### src/rtl/seg7_pkg.sv
// Shared constants and glyph ROM for the 4-digit countdown display.
// Purely combinational helpers; no state, no backpressure.
package seg7_pkg;

    localparam logic [6:0] SEG_BLANK = 7'h7F;

    localparam logic [1:0] DIG_A1  = 2'd0;
    localparam logic [1:0] DIG_A10 = 2'd1;
    localparam logic [1:0] DIG_B1  = 2'd2;
    localparam logic [1:0] DIG_B10 = 2'd3;

    // Segment order {g,f,e,d,c,b,a}, active-low (common-anode panel).
    function automatic logic [6:0] bcd_to_seg(input logic [3:0] nib);
        logic [6:0] seg;
        case (nib)
            4'd0:    seg = 7'h40;
            4'd1:    seg = 7'h79;
            4'd2:    seg = 7'h24;
            4'd3:    seg = 7'h30;
            4'd4:    seg = 7'h19;
            4'd5:    seg = 7'h12;
            4'd6:    seg = 7'h02;
            4'd7:    seg = 7'h78;
            4'd8:    seg = 7'h00;
            4'd9:    seg = 7'h10;
            default: seg = SEG_BLANK;
        endcase
        return seg;
    endfunction

    function automatic logic is_bcd(input logic [3:0] nib);
        return nib <= 4'd9;
    endfunction

endpackage

### src/rtl/bcd_seg7_decode.sv
// Nibble to active-low 7-segment pattern, with forced blank.
// Latency 0 (combinational); no backpressure.
module bcd_seg7_decode
    import seg7_pkg::*;
(
    input  logic [3:0] nib,
    input  logic       blank_en,
    output logic [6:0] seg
);

    always_comb begin
        seg = SEG_BLANK;
        if (!blank_en) begin
            seg = bcd_to_seg(nib);
        end
    end

endmodule

### src/rtl/seg7_scan_driver.sv
// Scans two BCD countdown pairs onto a shared 4-digit common-anode display, blinking in amber.
// Latency: outputs registered, one cycle behind the scan state; inputs sampled once per frame.
// No backpressure: free-running scan, inputs are snapshotted and never stalled.
module seg7_scan_driver
    import seg7_pkg::*;
#(
    parameter int SCAN_DIV   = 1000,
    parameter int BLINK_FRMS = 64
) (
    input  logic       CLK,
    input  logic       R,
    input  logic [7:0] nIn1,
    input  logic [7:0] nIn2,
    input  logic       A_Light,
    input  logic       B_Light,
    output logic [6:0] Seg,
    output logic       DP,
    output logic [3:0] Dig
);

    localparam int DIV_W = $clog2(SCAN_DIV);
    localparam int FRM_W = (BLINK_FRMS > 1) ? $clog2(BLINK_FRMS) : 1;
    localparam logic [DIV_W-1:0] DIV_LAST = DIV_W'(SCAN_DIV - 1);
    localparam logic [FRM_W-1:0] FRM_LAST = FRM_W'(BLINK_FRMS - 1);

    logic [DIV_W-1:0] div_cnt;
    logic [1:0]       dig_idx;
    logic [FRM_W-1:0] frame_cnt;
    logic             blink_off;
    logic [7:0]       sh_a;
    logic [7:0]       sh_b;
    logic [1:0]       sh_l;

    logic       slot_end;
    logic       frame_end;
    logic       frame_term;
    logic [1:0] lights_now;

    assign slot_end   = (div_cnt == DIV_LAST);
    assign frame_end  = slot_end && (dig_idx == DIG_B10);
    assign frame_term = frame_end && (frame_cnt == FRM_LAST);
    assign lights_now = {A_Light, B_Light};

    always_ff @(posedge CLK) begin
        if (R) begin
            div_cnt   <= '0;
            dig_idx   <= DIG_A1;
            frame_cnt <= '0;
            blink_off <= 1'b0;
            sh_a      <= 8'hFF;
            sh_b      <= 8'hFF;
            sh_l      <= 2'b00;
        end else begin
            div_cnt <= slot_end ? '0 : div_cnt + 1'b1;
            if (slot_end) begin
                dig_idx <= dig_idx + 2'd1;
            end
            // Snapshot everything at the frame seam so a frame never mixes old and new counts.
            if (frame_end) begin
                sh_a      <= nIn1;
                sh_b      <= nIn2;
                sh_l      <= lights_now;
                frame_cnt <= frame_term ? '0 : frame_cnt + 1'b1;
                // Any green light ends amber immediately, not just at the blink boundary.
                if (lights_now != 2'b00) begin
                    blink_off <= 1'b0;
                end else if (frame_term) begin
                    blink_off <= ~blink_off;
                end
            end
        end
    end

    logic       street_b;
    logic       is_tens;
    logic       is_ones;
    logic [7:0] cur_word;
    logic [3:0] cur_nib;
    logic       cur_green;
    logic       zero_supp;
    logic       dig_off;
    logic [6:0] seg_nxt;
    logic       dp_nxt;
    logic [3:0] dig_nxt;

    // Blank codes switch the digit off; a suppressed leading zero keeps its enable but lights nothing.
    always_comb begin
        street_b  = (dig_idx == DIG_B1) || (dig_idx == DIG_B10);
        is_tens   = (dig_idx == DIG_A10) || (dig_idx == DIG_B10);
        is_ones   = (dig_idx == DIG_A1) || (dig_idx == DIG_B1);
        cur_word  = street_b ? sh_b : sh_a;
        cur_nib   = is_tens ? cur_word[7:4] : cur_word[3:0];
        cur_green = street_b ? sh_l[0] : sh_l[1];
        zero_supp = is_tens && (cur_nib == 4'd0) && is_bcd(cur_word[3:0]);
        dig_off   = blink_off || (div_cnt == '0) || !is_bcd(cur_nib);
        dig_nxt   = dig_off ? 4'hF : ~(4'b0001 << dig_idx);
        dp_nxt    = dig_off || !is_ones || !cur_green || (sh_l == 2'b11);
    end

    bcd_seg7_decode u_decode (
        .nib      (cur_nib),
        .blank_en (dig_off || zero_supp),
        .seg      (seg_nxt)
    );

    always_ff @(posedge CLK) begin
        if (R) begin
            Seg <= SEG_BLANK;
            DP  <= 1'b1;
            Dig <= 4'hF;
        end else begin
            Seg <= seg_nxt;
            DP  <= dp_nxt;
            Dig <= dig_nxt;
        end
    end

endmodule

### config.mk
export PLATFORM = sky130hd
export DESIGN_NAME = seg7_scan_driver
export DESIGN_NICKNAME = d
export VERILOG_FILES = /design/src/rtl/seg7_pkg.sv /design/src/rtl/bcd_seg7_decode.sv /design/src/rtl/seg7_scan_driver.sv
export SDC_FILE = /design/constraint.sdc
export NUM_CORES = 1
export LEC_CHECK = 0
export ABC_AREA = 1
export CORE_MARGIN = 3
export CORE_UTILIZATION = 45
export DETAILED_ROUTE_END_ITERATION = 7
export GPL_TIMING_DRIVEN = 1
export PLACE_DENSITY = 0.66
export SYNTH_ARGS = -nofsm -noshare
export SYNTH_HDL_FRONTEND = slang
export SYNTH_SLANG_ARGS = --single-unit
### constraint.sdc
create_clock -name CLK -period 5.15 [get_ports CLK]
set_input_delay 1.03 -clock CLK [delete_from_list [all_inputs] [get_ports CLK]]
set_output_delay 1.03 -clock CLK [all_outputs]
set_load 0.05 [all_outputs]
==> key figures <==
STA
  – Max Clock Freq: 376 MHz
  – RSZ-0062 raised after global routing: no
  – Final sum of negative setup slack: 0 ps
  – Hold Violations, Final: 0
  – Final setup viols: 0
  – Clock Skew: 11.7 ps
  – Worst Tran Pin Value: 676 ps
  – Relative slew slack: 54.9%
  – Slew Viols, Final: 0
  – Final cycle utilization of the critical path: 51.7%
  – Final worst path period need: 2660 ps

Yosys
  – Area share of the largest cell type after synthesis: 41.6%
  – Sequential fraction of the synthesis area: 41.6%
  – Post-synth ARST share: 0%
  – Xor/xnor cell area share of the yosys netlist: 1.11%
  – Largest family of logic cells by synthesized area: simple AND/OR/NAND/NOR gates
  – Multiplexer area fraction after synthesis: 0%
  – Most common flop cell mapped by yosys: sky130_fd_sc_hd__dfxtp_1
  – Synth Area in Compound Gates: 8.43%
  – Distinct cell type count of the synthesized netlist: 27
  – Simple-gate share of the synthesized area: 34.0%
  – Cell area after technology mapping: 2360 um2
  – Yosys warns: 0
  – Cell taking the most area after synthesis: sky130_fd_sc_hd__dfxtp_1
  – Cell count after synthesis: 333
  – Number of enable flip-flop cells after synthesis: 0
  – Synthesized area per cell: 7.09 um2
  – Number of nets produced by synthesis: 364
  – Synth Area in Adders: 5.83%
  – Post-synthesis sequential element count: 49
  – Most area-consuming cells after synthesis: sky130_fd_sc_hd__dfxtp_1 (42%), sky130_fd_sc_hd__nand2_1 (15%), sky130_fd_sc_hd__inv_1 (7.0%)
  – Count leader, synth: sky130_fd_sc_hd__nand2_1
  – Most numerous cell types in the synthesized netlist: sky130_fd_sc_hd__nand2_1 (95), sky130_fd_sc_hd__dfxtp_1 (49), sky130_fd_sc_hd__inv_1 (44)

Clocking
  – CTS Buf Count: 5
  – Buffer levels on the longest clock path: 2
  – Resized Gates After CTS: 0
  – CTS tree: yes
  – Clock edge transition at the registers on the reported setup and hold paths: 90 ps
  – Number of buffers added for setup after CTS: 0
  – Hold Buf Count CTS: 0
  – Sinks on Clock Net: 49
  – Root Buffer: sky130_fd_sc_hd__clkbuf_8
  – Clk Latency, worst-skew pair: 310 ps
  – Number of H-tree levels: 2

Floorplan
  – Area of the placeable core: 4880 um2
  – Number of ports placed on the die boundary: 32
  – Initial core utilization: 48.4%
  – Vertical die dimension: 78.4 um
  – Overall die width: 78.4 um
  – Rows: 25
  – Overall die area: 6150 um2

Worst setup path
  – Data required time at the worst endpoint: 5400 ps
  – CP max stage delay: 680 ps
  – Worst-path fanout max: 16
  – Slowest stage cell, crit path: sky130_fd_sc_hd__clkdlybuf4s50_1
  – Startpoint types: input pin
  – Data arrival, critical path: 2910 ps
  – Buffers and inverters on the worst path: 2
  – Critical path class: input pin to flip-flop
  – CP cell instances: clkdlybuf4s50_1 > inv_1 > nand2_1 > o21bai_1 > a21oi_1
  – Type of element capturing the critical path: flip-flop
  – Gate family responsible for the most delay along the worst path: buffers and inverters

Power and ir drop
  – Switching Share: 22.2%
  – VDD IR-drop max: 0.110 mV
  – Power Internal: 491 uW
  – Total power divided by cell area: 225 nW/um2
  – Net Sw Power: 140 uW
  – Share of total power in sequential cells: 60.6%
  – Static leakage: 1.27 nW
  – Combinational Power Share: 4.5%
  – Share of power burned in the clock network: 34.9%

GRT
  – Number of global-route vias before repair: 1843
  – First-pass GRT wire length: 8.24 mm
  – Antenna violations before repair: 0
  – Global route total overflow: 0
  – Met3 Use GR: 4.70%
  – Gr usage total: 16.8%
  – Global routing met1 resource utilization: 22.0%
  – Largest net degree at the start of global routing: 30
  – GRT met2 Usage: 26.3%
  – Most utilized layer in the global route result: met2

Finish
  – Proportion of layout cells with a drive suffix above 1: 7.38%
  – Number of nets in the final layout: 396
  – Fin util: 57.6%
  – Layout Cell Area excl Fill: 2810 um2
  – Number of cells in the finished layout apart from fillers: 433
  – Ant diodes: 0
  – Count of fill cells added during filler insertion: 506
  – Syn-to-layout area delta: 19.1%

Route
  – Number of antenna-violating nets in the routed design: 0
  – Wire length after detailed routing: 4.59 mm
  – Number of DRC markers in iteration 0: 80
  – Mean routed wirelength per cell: 10.6 um
  – Vias: 2023
  – Number of iterations in the first detailed-routing pass: 4
  – Mean number of vias per cell: 4.67
  – Residual DRC: 0

Min path
  – Class of the tightest hold or removal check: flip-flop to flip-flop

Placed design
  – Area post-placement: 2730 um2
  – GPL Wtd Cong: 0.825
  – Number of buffer cells added on primary ports: 31
  – Number of placed instances with taps included: 425
  – Final HPWL DP: 3.33 mm

Outcome
  – Result of the run: completed

Flow run
  – Max-Cap Viols: 0
## layout by cell type (no fill, tap or decap), drive strengths merged
cell type	n
nand2	102
dfxtp	49
inv	47
nand3	36
clkdlybuf4s50	31
a21oi	24
nor2	24
o21ai	12
ha	11
nor3	8
nand4	5
clkbuf	5
xnor2	2
clkinv	2
nand3b	1
a21o	1
o21bai	1
nor4	1
xor2	1
nor3b	1
clkinvlp	1
buf	1
## worst reg2reg max path: cells and delay by family, from the launching register on
kind                       cells  cell delay [ps]
and+or+nand+nor                9             1160
buffers and inverters          1               80
adders and majority gates      2              500
AOI/OAI and AO/OA              1              110
DFF                            1              410
## cells by family (layout without fill, tap and decap cells)
| kind of cell | after synthesis | after routing |
|---|---|---|
| DFF | 49 | 49 |
| buffers and inverters | 54 | 87 |
| adders and majority gates | 11 | 11 |
| xor gates and xnor gates | 3 | 3 |
| and+or+nand+nor | 178 | 178 |
| AOI/OAI and AO/OA | 38 | 38 |
## per-stage QoR
stage	total power [mW]	setup WS, ps	hold slack (ps)
after floorplan	0.401	3190	430
after global placement	0.420	2200	445
after detailed placement	0.420	2150	449
after CTS	0.642	2470	471
after global routing	0.667	2280	493
final	0.631	2490	469
## flip-flops by register name, summed over array words and instances, names as in the netlist
name       cells
div_cnt       10
sh_a           8
sh_b           8
Seg            7
frame_cnt      6
Dig            4
dig_idx        2
sh_l           2
DP             1
blink_off      1
## layer usage
metal	up-vias	wire (um)
met4	0	46
met1	873	2320
met5	-	0
met3	4	163
li1	1116	-
met2	30	2060
## final timing paths
check | slack [ps] | from | depth (start not counted) | endpoint
hold reg to reg | 470 | div_cnt[0]$_SDFF_PP0_ | 1 | div_cnt[0]$_SDFF_PP0_
setup / recovery | 2490 | R | 5 | div_cnt[8]$_SDFF_PP0_
hold / removal | 470 | div_cnt[0]$_SDFF_PP0_ | 1 | div_cnt[0]$_SDFF_PP0_
setup reg to reg | 2780 | dig_idx[0]$_SDFFE_PP0N_ | 13 | Seg[2]$_SDFF_PP1_
## area by class of cell
| class | instances | area [um2] | share of cell area [%] |
|---|---|---|---|
| clock buffers | 5 | 68.8 | 2.45 |
| clock inverters | 3 | 17.5 | 0.623 |
| inverters | 47 | 176 | 6.28 |
| multi-input cells | 230 | 1170 | 41.5 |
| flip-flops and latches | 49 | 981 | 34.9 |
| well taps | 67 | 83.8 | 2.98 |
| repair buffers | 32 | 318 | 11.3 |
## power groups by stage
stage               clock, mW  combinational [mW]  sequential [mW]
finish                  0.220              0.0285            0.382
detailed placement          0              0.0289            0.391
global route            0.252              0.0321            0.383
global placement            0              0.0287            0.391
CTS                     0.231              0.0290            0.382
floorplan                   0              0.0106            0.391
Note: power is estimated with default switching activity, not from simulation.
